`src/rtl/tt_macro_bist_sequencer_if.sv`:
```
// Bus bundle between the TT user-tile pins and the macro BIST sequencer.
// slave = sequencer side, master = tile/test side.
interface tt_macro_bist_sequencer_if #(
    parameter int N_CH   = 4,
    parameter int DATA_W = 8,
    parameter int CNT_W  = 8
);
    localparam int SEL_W = (N_CH > 1) ? $clog2(N_CH) : 1;

    logic                     start;
    logic [SEL_W-1:0]         ch_sel;
    logic [CNT_W-1:0]         vec_cnt;
    logic [DATA_W-1:0]        seed;
    logic [DATA_W-1:0]        exp_sig;
    logic [N_CH*DATA_W-1:0]   stim;
    logic [N_CH-1:0]          ch_en;
    logic [N_CH*DATA_W-1:0]   resp;
    logic                     busy;
    logic                     done;
    logic                     pass;
    logic [DATA_W-1:0]        sig;

    modport master (
        output start, ch_sel, vec_cnt, seed, exp_sig, resp,
        input  stim, ch_en, busy, done, pass, sig
    );

    modport slave (
        input  start, ch_sel, vec_cnt, seed, exp_sig, resp,
        output stim, ch_en, busy, done, pass, sig
    );
endinterface

```
`src/rtl/tt_macro_bist_sequencer.sv`:
```
// BIST sequencer for hardened macros: LFSR stimulus into one channel, MISR fold of
// that channel's response after LAT cycles, signature compare at the end of the run.
//
// state   | meaning
// --------+-----------------------------------------------------------
// S_IDLE  | waiting for start; run parameters latched on start
// S_RUN   | one stimulus vector per cycle, vec_cnt cycles
// S_DRAIN | LAT cycles collecting the responses still in the macro
// S_DONE  | one cycle: done pulse, signature compared against exp_sig
module tt_macro_bist_sequencer #(
    parameter int                N_CH   = 4,
    parameter int                DATA_W = 8,
    parameter int                CNT_W  = 8,
    parameter int                LAT    = 1,
    parameter logic [DATA_W-1:0] TAPS   = 8'hB8
) (
    input  logic                    clk,
    input  logic                    rst,
    tt_macro_bist_sequencer_if.slave bus
);
    localparam int SEL_W = (N_CH > 1) ? $clog2(N_CH) : 1;
    // LAT=0 still gets a one-bit pipe so the vector has a legal width; it stays 0.
    localparam int PW    = (LAT > 0) ? LAT : 1;

    typedef enum logic [1:0] {S_IDLE, S_RUN, S_DRAIN, S_DONE} state_t;

    state_t              state_q, state_d;
    logic [CNT_W-1:0]    cnt_q, cnt_d;
    logic [2:0]          drn_q, drn_d;
    logic [DATA_W-1:0]   lfsr_q, lfsr_d;
    logic [DATA_W-1:0]   sig_q, sig_d;
    logic [SEL_W-1:0]    ch_q, ch_d;
    logic                ch_ok_q, ch_ok_d;
    logic                pass_q, pass_d;
    logic [PW-1:0]       vld_q, vld_d;

    logic                sel_ok;
    logic                issue;
    logic                tap;
    logic                cmp;
    logic [DATA_W-1:0]   resp_sel;

    function automatic logic [DATA_W-1:0] galois_step(input logic [DATA_W-1:0] v);
        return (v >> 1) ^ (v[0] ? TAPS : '0);
    endfunction

    // Next-state, datapath and output decode.
    always_comb begin
        state_d  = state_q;
        cnt_d    = cnt_q;
        drn_d    = drn_q;
        lfsr_d   = lfsr_q;
        sig_d    = sig_q;
        ch_d     = ch_q;
        ch_ok_d  = ch_ok_q;
        pass_d   = pass_q;
        resp_sel = '0;
        bus.stim  = '0;
        bus.ch_en = '0;

        sel_ok = (int'(bus.ch_sel) < N_CH);
        issue  = (state_q == S_RUN);
        tap    = (LAT == 0) ? issue : vld_q[PW-1];
        vld_d  = (LAT == 0) ? '0 : ((vld_q << 1) | PW'(issue));
        cmp    = ch_ok_q && (sig_q == bus.exp_sig);

        for (int c = 0; c < N_CH; c++) begin
            if (c == int'(ch_q)) begin
                resp_sel = bus.resp[c*DATA_W +: DATA_W];
                if (state_q == S_RUN) begin
                    bus.stim[c*DATA_W +: DATA_W] = lfsr_q;
                end
                if ((state_q == S_RUN) || (state_q == S_DRAIN)) begin
                    bus.ch_en[c] = 1'b1;
                end
            end
        end

        // The valid tap can only be set in RUN/DRAIN; the state guard keeps
        // stray responses out of the signature in IDLE/DONE regardless.
        if (tap && ((state_q == S_RUN) || (state_q == S_DRAIN))) begin
            sig_d = galois_step(sig_q) ^ resp_sel;
        end

        case (state_q)
            S_IDLE: begin
                if (bus.start) begin
                    sig_d   = '0;
                    pass_d  = 1'b0;
                    lfsr_d  = (bus.seed == '0) ? DATA_W'(1) : bus.seed;
                    cnt_d   = bus.vec_cnt;
                    ch_d    = bus.ch_sel;
                    ch_ok_d = sel_ok;
                    vld_d   = '0;
                    state_d = ((bus.vec_cnt != '0) && sel_ok) ? S_RUN : S_DONE;
                end
            end
            S_RUN: begin
                lfsr_d = galois_step(lfsr_q);
                cnt_d  = cnt_q - 1'b1;
                if (cnt_q == CNT_W'(1)) begin
                    if (LAT == 0) begin
                        state_d = S_DONE;
                    end else begin
                        state_d = S_DRAIN;
                        drn_d   = 3'(LAT);
                    end
                end
            end
            S_DRAIN: begin
                drn_d = drn_q - 1'b1;
                if (drn_q == 3'd1) begin
                    state_d = S_DONE;
                end
            end
            S_DONE: begin
                pass_d  = cmp;
                state_d = S_IDLE;
            end
            default: state_d = S_IDLE;
        endcase

        bus.busy = (state_q != S_IDLE);
        bus.done = (state_q == S_DONE);
        bus.pass = (state_q == S_DONE) ? cmp : pass_q;
        bus.sig  = sig_q;
    end

    // State and datapath registers with synchronous reset.
    always_ff @(posedge clk) begin
        if (rst) begin
            state_q <= S_IDLE;
            cnt_q   <= '0;
            drn_q   <= '0;
            lfsr_q  <= DATA_W'(1);
            sig_q   <= '0;
            ch_q    <= '0;
            ch_ok_q <= 1'b0;
            pass_q  <= 1'b0;
            vld_q   <= '0;
        end else begin
            state_q <= state_d;
            cnt_q   <= cnt_d;
            drn_q   <= drn_d;
            lfsr_q  <= lfsr_d;
            sig_q   <= sig_d;
            ch_q    <= ch_d;
            ch_ok_q <= ch_ok_d;
            pass_q  <= pass_d;
            vld_q   <= vld_d;
        end
    end
endmodule

```
`src/flat_wrapper.sv`:
```
// flat-port wrapper written by rule: the top's interface ports become plain ports
module tt_macro_bist_sequencer_flat 
#(
    parameter int                N_CH   = 4,
    parameter int                DATA_W = 8,
    parameter int                CNT_W  = 8,
    parameter int                LAT    = 1,
    parameter logic [DATA_W-1:0] TAPS   = 8'hB8
)
  (clk, rst, bus_start, bus_ch_sel, bus_vec_cnt, bus_seed, bus_exp_sig, bus_resp, bus_stim, bus_ch_en, bus_busy, bus_done, bus_pass, bus_sig);
  tt_macro_bist_sequencer_if #(.N_CH(N_CH), .DATA_W(DATA_W), .CNT_W(CNT_W)) bus_i ();
  input  logic clk;
  input  logic rst;
  input wire logic [$bits(bus_i.start)-1:0] bus_start;
  input wire logic [$bits(bus_i.ch_sel)-1:0] bus_ch_sel;
  input wire logic [$bits(bus_i.vec_cnt)-1:0] bus_vec_cnt;
  input wire logic [$bits(bus_i.seed)-1:0] bus_seed;
  input wire logic [$bits(bus_i.exp_sig)-1:0] bus_exp_sig;
  input wire logic [$bits(bus_i.resp)-1:0] bus_resp;
  output wire logic [$bits(bus_i.stim)-1:0] bus_stim;
  output wire logic [$bits(bus_i.ch_en)-1:0] bus_ch_en;
  output wire logic [$bits(bus_i.busy)-1:0] bus_busy;
  output wire logic [$bits(bus_i.done)-1:0] bus_done;
  output wire logic [$bits(bus_i.pass)-1:0] bus_pass;
  output wire logic [$bits(bus_i.sig)-1:0] bus_sig;
  assign bus_i.start = bus_start;
  assign bus_i.ch_sel = bus_ch_sel;
  assign bus_i.vec_cnt = bus_vec_cnt;
  assign bus_i.seed = bus_seed;
  assign bus_i.exp_sig = bus_exp_sig;
  assign bus_i.resp = bus_resp;
  assign bus_stim = bus_i.stim;
  assign bus_ch_en = bus_i.ch_en;
  assign bus_busy = bus_i.busy;
  assign bus_done = bus_i.done;
  assign bus_pass = bus_i.pass;
  assign bus_sig = bus_i.sig;
  tt_macro_bist_sequencer #(.N_CH(N_CH), .DATA_W(DATA_W), .CNT_W(CNT_W), .LAT(LAT), .TAPS(TAPS)) u_core (.clk(clk), .rst(rst), .bus(bus_i));
endmodule
```
`config.mk`:
```
export PLATFORM = sky130hd
export DESIGN_NAME = tt_macro_bist_sequencer_flat
export DESIGN_NICKNAME = d
export VERILOG_FILES = /design/src/rtl/tt_macro_bist_sequencer_if.sv /design/src/rtl/tt_macro_bist_sequencer.sv /design/src/flat_wrapper.sv
export SDC_FILE = /design/constraint.sdc
export NUM_CORES = 1
export LEC_CHECK = 0
export ABC_AREA = 0
export BUFFER_PORTS_ARGS = -buffer_cell sky130_fd_sc_hd__buf_2
export CAP_MARGIN = 20
export CORE_UTILIZATION = 40
export CTS_BUF_LIST = sky130_fd_sc_hd__clkbuf_8 sky130_fd_sc_hd__clkbuf_16
export DETAILED_ROUTE_END_ITERATION = 6
export PLACE_DENSITY_LB_ADDON = 0.15
export SETUP_SLACK_MARGIN = 0.2
export SYNTH_ARGS = -nofsm -noshare
export SYNTH_HDL_FRONTEND = slang
export SYNTH_SLANG_ARGS = --single-unit
```
`constraint.sdc`:
```
create_clock -name clk -period 1.8 [get_ports clk]
set_input_delay 0.36 -clock clk [delete_from_list [all_inputs] [get_ports clk]]
set_output_delay 0.36 -clock clk [all_outputs]
set_load 0.005 [all_outputs]
```
==> results of run 1 <==
-- through the flow --
stage               total power [mW]  cell area, sq um  setup slack (ps)
detailed placement              3.08              2940              81.2
floorplan                       2.54              2310               191
finish                          4.64              3670             -16.9
global placement                3.07              2940               122
CTS                             4.26              3370             -65.1
global route                    4.94              3670              -133
-- sequential cells by signal, indices dropped and copies added (netlist names) --
name	cells
u_core.bus.sig	8
u_core.cnt_q	8
u_core.lfsr_q	8
u_core.drn_q	3
u_core.ch_q	2
u_core.state_q	2
u_core.ch_ok_q	1
u_core.pass_q	1
u_core.tap	1
-- report_power, final --
group          leakage [nW]  internal, mW  switching, mW
clock                0.0524         0.303          0.282
combinational          1.21          1.35           1.44
sequential            0.284         0.964          0.292
total                  1.55          2.62           2.02
-- tightest hold or removal path, delay by kind of cell --
| kind | cells | cell delay [ps] |
|---|---|---|
| buffers and inverters | 1 | 100 |
| AOI/OAI and AO/OA | 1 | 50 |
| and+or+nand+nor | 1 | 60 |
-- placed cells by master, fill, tap and decap left out, types with 9 or more instances in the layout --
cell type  count
nor2_1        28
dfxtp_1       25
nor2_2         9
nor2_4        20
buf_2        108
a211oi_1       9
xnor2_1       15
nand2_1       21
buf_4         25
a21oi_1       23
inv_1          9
-- metal layers --
layer	global-route usage, %	vias to the layer above	part of all wire, %
li1	-	1280	-
met1	26.2	1243	44
met2	38.3	85	50
met3	4.47	5	5.0
met4	7.78	0	1.1
met5	0	-	0
-- logic make-up after synthesis --
| kind of cell | share of synthesized area (%) |
|---|---|
| buf+inv | 6.01 |
| simple gates | 23.6 |
| xor+xnor | 8.34 |
| compound gates | 17.9 |
| mux | 9.86 |
| fa+ha+maj | 4.88 |
| flops | 29.5 |
-- final timing paths --
path / from / endpoint / slack [ps] / cells past startpoint
worst max-delay path: u_core.bus.sig[7]$_SDFF_PP0_ / bus_pass / -20 / 6
worst min-delay path: bus_ch_sel[1] / u_core.ch_q[1]$_SDFFE_PP0P_ / 310 / 3
worst max register to register: u_core.cnt_q[0]$_SDFFE_PP0P_ / u_core.drn_q[1]$_SDFFE_PP0P_ / 220 / 5
worst min register to register: u_core.cnt_q[6]$_SDFFE_PP0P_ / u_core.cnt_q[6]$_SDFFE_PP0P_ / 470 / 2
-- synthesized netlist by cell type (2+ instances only) --
library cell  count  area (sq um)
nor2b_1           2          12.5
a311oi_1          6          52.6
nor2_1           57           214
mux4_1            3          78.8
xor2_1            7          61.3
nand2b_1          5          31.3
nor3_1            5          25.0
clkbuf_1         10          37.5
a21oi_1          23           115
mux4_2            5           113
and3_1            4          25.0
a32o_1            2          20.0
o21ai_0          10          50.1
a31o_2            2          17.5
nor3b_1           3          22.5
buf_6             2          22.5
nand3_1           3          15.0
o32ai_1           2          17.5
inv_1            12          45.0
or2_2             2          12.5
buf_2             6          30.0
dfxtp_1          34           681
nor4_1            4          25.0
nand2_1          31           116
ha_1              9           113
xnor2_1          15           131
a211oi_1         10          75.1
-- area by class of cell --
type                    count  area share [%]
multi-input cells         228            51.6
repair buffers            139            22.7
flip-flops and latches     34            19.3
well taps                  72            2.46
clock buffers               6            2.25
inverters                  12            1.43
clock inverters             2           0.239
-- repair_timing --
action                     in CTS  in global routing
hold buffers                    0                  0
gates resized for setup        58                 73
pin swaps                      20                 21
setup endpoints to repair      47                 54
cloned                          2                  1
buffers inserted               12                  5
==> flow_summary.toml, run 1 <==
[outcome]
status = "complete, but fails checks"
violations = "setup timing"

[clock_tree]
clk_pin_slew_worst_paths_ps = 70
numClockSinks = 34
htreeDepth = 2
root_buffer = "clkbuf_8"
cts_buffers = 5
clkLatencyLatePin_ps = 290
clk_path_buf_depth = 2
cts_tree = "done"

[critical_path]
cp.arrival_ps = 1460
end_kind = "output pin"
cp_slowest_cell = "dfxtp_4"
worstPathCellList = "xor2_1 > nor4_1 > buf_4 > nand3_2 > o21ai_2 > buf_2"
path_delay_family = "flip-flops"
slowest_delay_ps = 350
required_ps = 1440
worst-path-buf-inv = 2
cp_max_fo = 2
startpoint_type = "register"
crit_type = "reg -> out"

[synthesis]
syn_inst = 292
async_flop_share_pct = 0
ys_ff_latch = 34
synth_edf_count = 0
netlist_area_sq_um = 2310
ys_seq_area_share_pct = 29.5
synth.avg_cell_area_sq_um = 7.91
yosysUniqueCellTypes = 45
synth_ff_type = "dfxtp_1"
synth_nets = 362
yosysWarningCount = 0

[routing]
drt-initial-drc-count = 89
ant_nets = 0
post_drt_wl_per_cell_um = 14.1
drc = 0
first_pass_iters = 4
vias = 2613
finalWirelength_mm = 6.97
via_per_inst = 5.30

[floorplan]
initial_utilization_pct = 41.7
die_x_um = 78.0
die_h_um = 78.0
rows = 27
die_area_sq_um = 6080
io_pins = 108
core_area_sq_um = 5540

[flow_run]
cap_viol_max_count = 0

[sta]
min_period_ps = 1820
hold_viol = 0
setup_viol = 1
fin_crit_sh_pct = 101
worst_pin_slew_ps = 418
slew_viol_final = 0
tns_ps = -16.9
max_freq_mhz = 550
rsz0062_at_grt = "yes"
hold_slack_ps = 308
finClkSkew_ps = 2.27
setup_ws_ps = -16.9
timing.slew.headroom_pct = 71.9

[global_route]
grt_pass1_vias = 2359
antenna_found_initial = 0
grt_use_total_pct = 21.8
grt_pass1_wl_mm = 10.7
grt_max_degree = 17
grt-ovfl-total = 0

[final_layout]
antennaDiodeCount = 0
areaGrowthSynthToFinish_pct = 58.8
multi_input_area_sq_um = 1890
drive_gt1_share_pct = 54.4
final-seq-area_sq_um = 707
nets = 490
stdcell_count = 493
post-route-util_pct = 66.2
fillCellCount = 459

[placement]
dp_hpwl_mm = 4.75
post-place-cells = 465
numPortBuffers = 107
gp_congestion = 0.837

[pwr]
p_leak_nw = 1.55
irDropWorstVdd_uv = 697
p_per_area_nw_per_um2 = 1260

[hold_path]
min_path_type = "in -> reg"
Power figures use the tool's default switching activity.
==> inputs of run 2 (changes only) <==
==> constraint.sdc (replaced) <==
create_clock -name clk -period 2.3 [get_ports clk]
set_input_delay 0.46 -clock clk [delete_from_list [all_inputs] [get_ports clk]]
set_output_delay 0.46 -clock clk [all_outputs]
set_load 0.005 [all_outputs]
==> run 2 against run 1 <==
- the flow now finishes without violations
- power decreased by 39%
- final area fell by 18%
- die area unchanged
- clock power decreased by 23%
- first-iteration DRC count grew 13%
- critical path type unchanged
- highest routed layer unchanged
==> flow_summary.toml, run 2 (synthesized netlist as in run 1, its figures left out) <==
[outcome]
status = "completed"

[pwr]
p_per_area_nw_per_um2 = 942
pwr-share-seq_pct = 31.7
p_int_mw = 1.63
p_switching_mw = 1.19
p_leak_nw = 1.37
p_comb_share_pct = 52.4
switching_share_pct = 42.2
irDropWorstVdd_uv = 471
p_clk_share_pct = 15.9

[hold_path]
hold-path-cell-count = 3
hp-start = "bus_ch_sel[0]"
min_path_type = "in -> reg"
hold_path_end = "u_core.ch_q[0]$_SDFFE_PP0P_"

[routing]
via_per_inst = 5.17
finalWirelength_mm = 6.14
first_pass_iters = 4
vias = 2408
ant_nets = 0
post_drt_wl_per_cell_um = 13.2
drc = 0
drt-initial-drc-count = 101

[sta]
slew_viol_final = 0
worst_pin_slew_ps = 631
timing.slew.headroom_pct = 57.5
setup_viol = 0
tns_ps = 0
finClkSkew_ps = 7.51
min_period_ps = 2000
setup_ws_ps = 304
hold_viol = 0
fin_crit_sh_pct = 86.8
max_freq_mhz = 501
rsz0062_at_grt = "yes"

[critical_path]
crit_type = "reg -> out"
critPathLaunch = "u_core.state_q[0]$_SDFFE_PP0P_"
r2r-start = "u_core.state_q[0]$_SDFFE_PP0P_"
end_kind = "output pin"
rrSetupSlack_ps = 320
cp.arrival_ps = 1540
cp_slowest_cell = "dfxtp_1"
cp_max_fo = 5
worstPathCellList = "inv_1 > ha_1 > inv_1 > nor2_1 > buf_2"
slowest_delay_ps = 460
required_ps = 1840
r2r-end = "u_core.cnt_q[7]$_SDFFE_PP0P_"
startpoint_type = "register"
r2r_cells = 6
crit_top_cell = "inv_1"
worst-path-buf-inv = 3
path_delay_family = "flip-flops"

[clock_tree]
clkLatencyLatePin_ps = 280
cts_tree = "done"
root_buffer = "clkbuf_8"
postCtsHoldBufs = 0
htreeDepth = 2
clk_pin_slew_worst_paths_ps = 70
cts_buffers = 5
cts.repair.resized = 1
numClockSinks = 34
clk_path_buf_depth = 2
postCtsSetupRepairBufs = 0

[placement]
gp_congestion = 0.815
dp_hpwl_mm = 4.64
pre_cts_ws_ps = 319
numPortBuffers = 107

[final_layout]
drive_gt1_share_pct = 34.5
nets = 463
layout_common_cells = "107 x buf_2, 57 x nor2_1, 34 x dfxtp_1"
antennaDiodeCount = 0
final_common_cell = "buf_2"
areaGrowthSynthToFinish_pct = 30.0

[floorplan]
die_x_um = 78.0
initial_utilization_pct = 41.7
die_area_sq_um = 6080
rows = 27
core_area_sq_um = 5540
die_h_um = 78.0
io_pins = 108

[global_route]
grt_pass1_wl_mm = 9.94
grt_pass1_vias = 2149
grt_use_total_pct = 20.4
grt_max_degree = 29
antenna_found_initial = 0
grt-ovfl-total = 0

[flow_run]
cap_viol_max_count = 0
[run 2: changes by cell type in the layout (fill, tap and decap cells not counted), moves of 4 or more]
cell / delta
nor2_1: +29
nor2_2: -9
nand2_8: -8
nand2_1: +10
inv_1: +4
nor2_4: -20
dfxtp_4: -6
dfxtp_1: +9
buf_4: -19
[run 2: worst min-delay path, stage by stage]
cell and delay, ps:
buf_2 100, nand3_1 50, a21oi_1 50
[run 2: metal layers]
layer	wire [um]	vias to the layer above	global-route usage (%)
met5	0	-	0
met4	55	0	5.00
met3	358	6	4.47
met2	3000	75	35.2
met1	2730	1108	25.6
li1	-	1219	-
[run 2: area by class of cell]
class	count	area, sq um
clock buffer	6	82.6
clock inverter	2	8.76
fill	572	2540
inverter	12	45.0
multi-input combinational	227	1510
sequential	34	681
tap	72	90.1
timing repair buffer	113	581
[run 2: through the flow]
stage                     area, sq um  std cells  hold slack (ps)  power, mW  utilization [%]
after floorplan                  2310        292              429       1.98                -
after global placement           2890        458              456       2.33             52.1
after detailed placement         2890        458              463       2.36             52.1
after CTS                        2980        466              413       2.82             53.8
after global routing             3000        466              426       3.09             54.2
final                            3000        466              419       2.83             54.2
[run 2: power by group through the flow]
stage	sequential (mW)	combinational, mW	clock [mW]
3_5_place_dp	0.901	1.46	0
6_report	0.896	1.48	0.451
2_1_floorplan	0.856	1.12	0
3_3_place_gp	0.896	1.44	0
5_1_grt	0.924	1.67	0.492
4_1_cts	0.890	1.47	0.463
[run 2: how the worst max path moves through the flow]
stage	end	slack, ps	cells past startpoint
global route	bus_pass	190	5
finish	bus_ch_en[0]	300	5
floorplan	bus_stim[14]	510	7
global placement	bus_pass	350	6
detailed placement	bus_pass	320	6
CTS	bus_pass	200	5
==> inputs of run 3 (changes only) <==
--- a/config.mk
+++ b/config.mk
@@ -5,7 +5,7 @@
 export SDC_FILE = /design/constraint.sdc
 export NUM_CORES = 1
 export LEC_CHECK = 0
-export ABC_AREA = 0
+export ABC_AREA = 1
 export BUFFER_PORTS_ARGS = -buffer_cell sky130_fd_sc_hd__buf_2
 export CAP_MARGIN = 20
 export CORE_UTILIZATION = 40
==> run 3 against run 2 <==
- sequential power grew 8.4%
- critical path depth is the same
- clock-buffer cell count is the same
- clock skew is essentially flat
- fmax is essentially flat
- final cell count grew 34%
- setup slack gained 1.2 ps
- core utilization is essentially flat
- routed wire length grew 20%
- via count grew 24%
- critical path type unchanged
==> flow_summary.toml, run 3 <==
[outcome]
status = "completed"

[floorplan]
io_pins = 108
core_area_sq_um = 6030
rows = 28
die_x_um = 81.6
die_h_um = 81.6
die_area_sq_um = 6660
initial_utilization_pct = 42.0

[critical_path]
cp_max_fo = 5
worst-path-buf-inv = 3
end_kind = "output pin"
cp.arrival_ps = 1530
cp.depth = 5
crit_top_cell = "inv_1"
r2r_cells = 6
slowest_delay_ps = 390
startpoint_type = "register"
path_delay_family = "buffers and inverters"
worstPathCellList = "inv_1 > ha_1 > inv_1 > nor2_1 > buf_2"
required_ps = 1840
crit_type = "reg -> out"
cp_slowest_cell = "dfxtp_1"

[sta]
fin_crit_sh_pct = 86.7
setup_viol = 0
min_period_ps = 1990
finClkSkew_ps = 7.98
tns_ps = 0
setup_ws_ps = 305
slew_viol_final = 0
worst_pin_slew_ps = 503
hold_viol = 0
max_freq_mhz = 501
hold_slack_ps = 427
rsz0062_at_grt = "yes"
timing.slew.headroom_pct = 66.4

[synthesis]
synth_area_leader_cell = "dfxtp_1"
yosysUniqueCellTypes = 30
yosysWarningCount = 0
synth.avg_cell_area_sq_um = 5.77
syn_inst = 439
ys_ff_latch = 34
synth_edf_count = 0
netlist_area_sq_um = 2530
synth.area.top_cells = "dfxtp_1 27%, nand2_1 17%, nor2_1 11%, inv_1 8.3%, nand3_1 7.7%"
synthTopCellsByCount = "117 x nand2_1, 76 x nor2_1, 56 x inv_1, 39 x nand3_1, 34 x dfxtp_1"
synth_ff_type = "dfxtp_1"
ys_seq_area_share_pct = 26.9
async_flop_share_pct = 0
netlist.area_leader.share_pct = 26.9
yosysMostFrequentCell = "nand2_1"
synth_nets = 509

[global_route]
grt_pass1_vias = 2509
grt_max_degree = 17
grt_pass1_wl_mm = 11.4
grt-ovfl-total = 0
antenna_found_initial = 0
grt_use_total_pct = 22.2

[pwr]
irDropWorstVdd_uv = 526
p_leak_nw = 1.76
p_per_area_nw_per_um2 = 959

[final_layout]
post-route-util_pct = 54.2
final_common_cell = "nand2_1"
final-seq-area_sq_um = 687
drive_gt1_share_pct = 25.9
antennaDiodeCount = 0
areaGrowthSynthToFinish_pct = 28.8
multi_input_area_sq_um = 1580
stdcell_count = 623
layout_common_cells = "117 x nand2_1, 107 x buf_2, 75 x nor2_1"
fillCellCount = 672
nets = 617

[clock_tree]
cts_buffers = 5
postCtsHoldBufs = 0
numClockSinks = 34
clk_path_buf_depth = 2
root_buffer = "clkbuf_8"
clkLatencyLatePin_ps = 290
clk_pin_slew_worst_paths_ps = 70
htreeDepth = 2
cts_tree = "done"

[placement]
dp_hpwl_mm = 5.71
numPortBuffers = 107
post-place-cells = 614
pre_cts_ws_ps = 363
gp_congestion = 0.864

[routing]
vias = 2996
drt-initial-drc-count = 98
first_pass_iters = 4
via_per_inst = 4.81
drc = 0
post_drt_wl_per_cell_um = 11.8
ant_nets = 0
finalWirelength_mm = 7.35

[flow_run]
cap_viol_max_count = 0

[hold_path]
min_path_type = "in -> reg"
hold-path-cell-count = 3
[run 3: cell count changes after synthesis, moves of 9 or more]
cell,change
nand2_1,+86
inv_1,+44
nand3_1,+36
nor2_1,+19
xnor2_1,-12
o21ai_1,+10
o21ai_0,+9
[run 3: worst min-delay path, stage by stage]
cell	delay (ps)
buf_2	90
a211oi_1	60
nor2_1	70
[run 3: kinds of logic after synthesis]
| family | share of synthesized area [%] |
|---|---|
| fa+ha+maj | 4.44 |
| buf+inv | 12.0 |
| compound gates | 13.5 |
| xor+xnor | 2.77 |
| flops | 26.9 |
| simple gates | 40.4 |
[run 3: worst paths after layout]
check / from / end / slack [ps]
worst max-delay path: u_core.state_q[1]$_SDFFE_PP0P_ / bus_ch_en[3] / 310
worst min-delay path: bus_vec_cnt[1] / u_core.cnt_q[1]$_SDFFE_PP0P_ / 430
worst max register to register: u_core.state_q[1]$_SDFFE_PP0P_ / u_core.lfsr_q[1]$_SDFFE_PP0P_ / 450
worst min register to register: u_core.ch_ok_q$_SDFFE_PP0P_ / u_core.ch_ok_q$_SDFFE_PP0P_ / 480
[run 3: routing by layer]
metal  vias up  global-route usage [%]  part of all wire (%)
met5         -                       0                     0
met4         0                    7.37                   1.7
met3        10                    4.11                   4.8
met2        75                    38.5                    47
met1      1321                    27.5                    46
li1       1590                       -                     -
[run 3: timing repair]
item	in CTS	in global routing
endpoints found under the hold margin	0	0
setup buffers	0	1
endpoints found under the setup margin	34	28
gates resized for setup	4	7
[run 3: area by class of cell]
| cell class | count | area share (%) |
|---|---|---|
| Multi-Input combinational cell | 330 | 48.3 |
| Sequential cell | 34 | 21.0 |
| Timing Repair Buffer | 113 | 17.8 |
| Inverter | 63 | 7.24 |
| Tap cell | 75 | 2.87 |
| Clock buffer | 6 | 2.53 |
| Clock inverter | 2 | 0.268 |
[run 3: stage by stage]
step / cell area (sq um) / power [mW]
CTS: 3230 / 3.12
global placement: 3130 / 2.63
floorplan: 2530 / 2.18
finish: 3260 / 3.13
detailed placement: 3130 / 2.65
global route: 3260 / 3.45
[run 3: report_power, final]
part,switching [mW],internal [mW]
sequential,0.186,0.784
combinational,1.07,0.636
clock,0.213,0.237
total,1.47,1.66
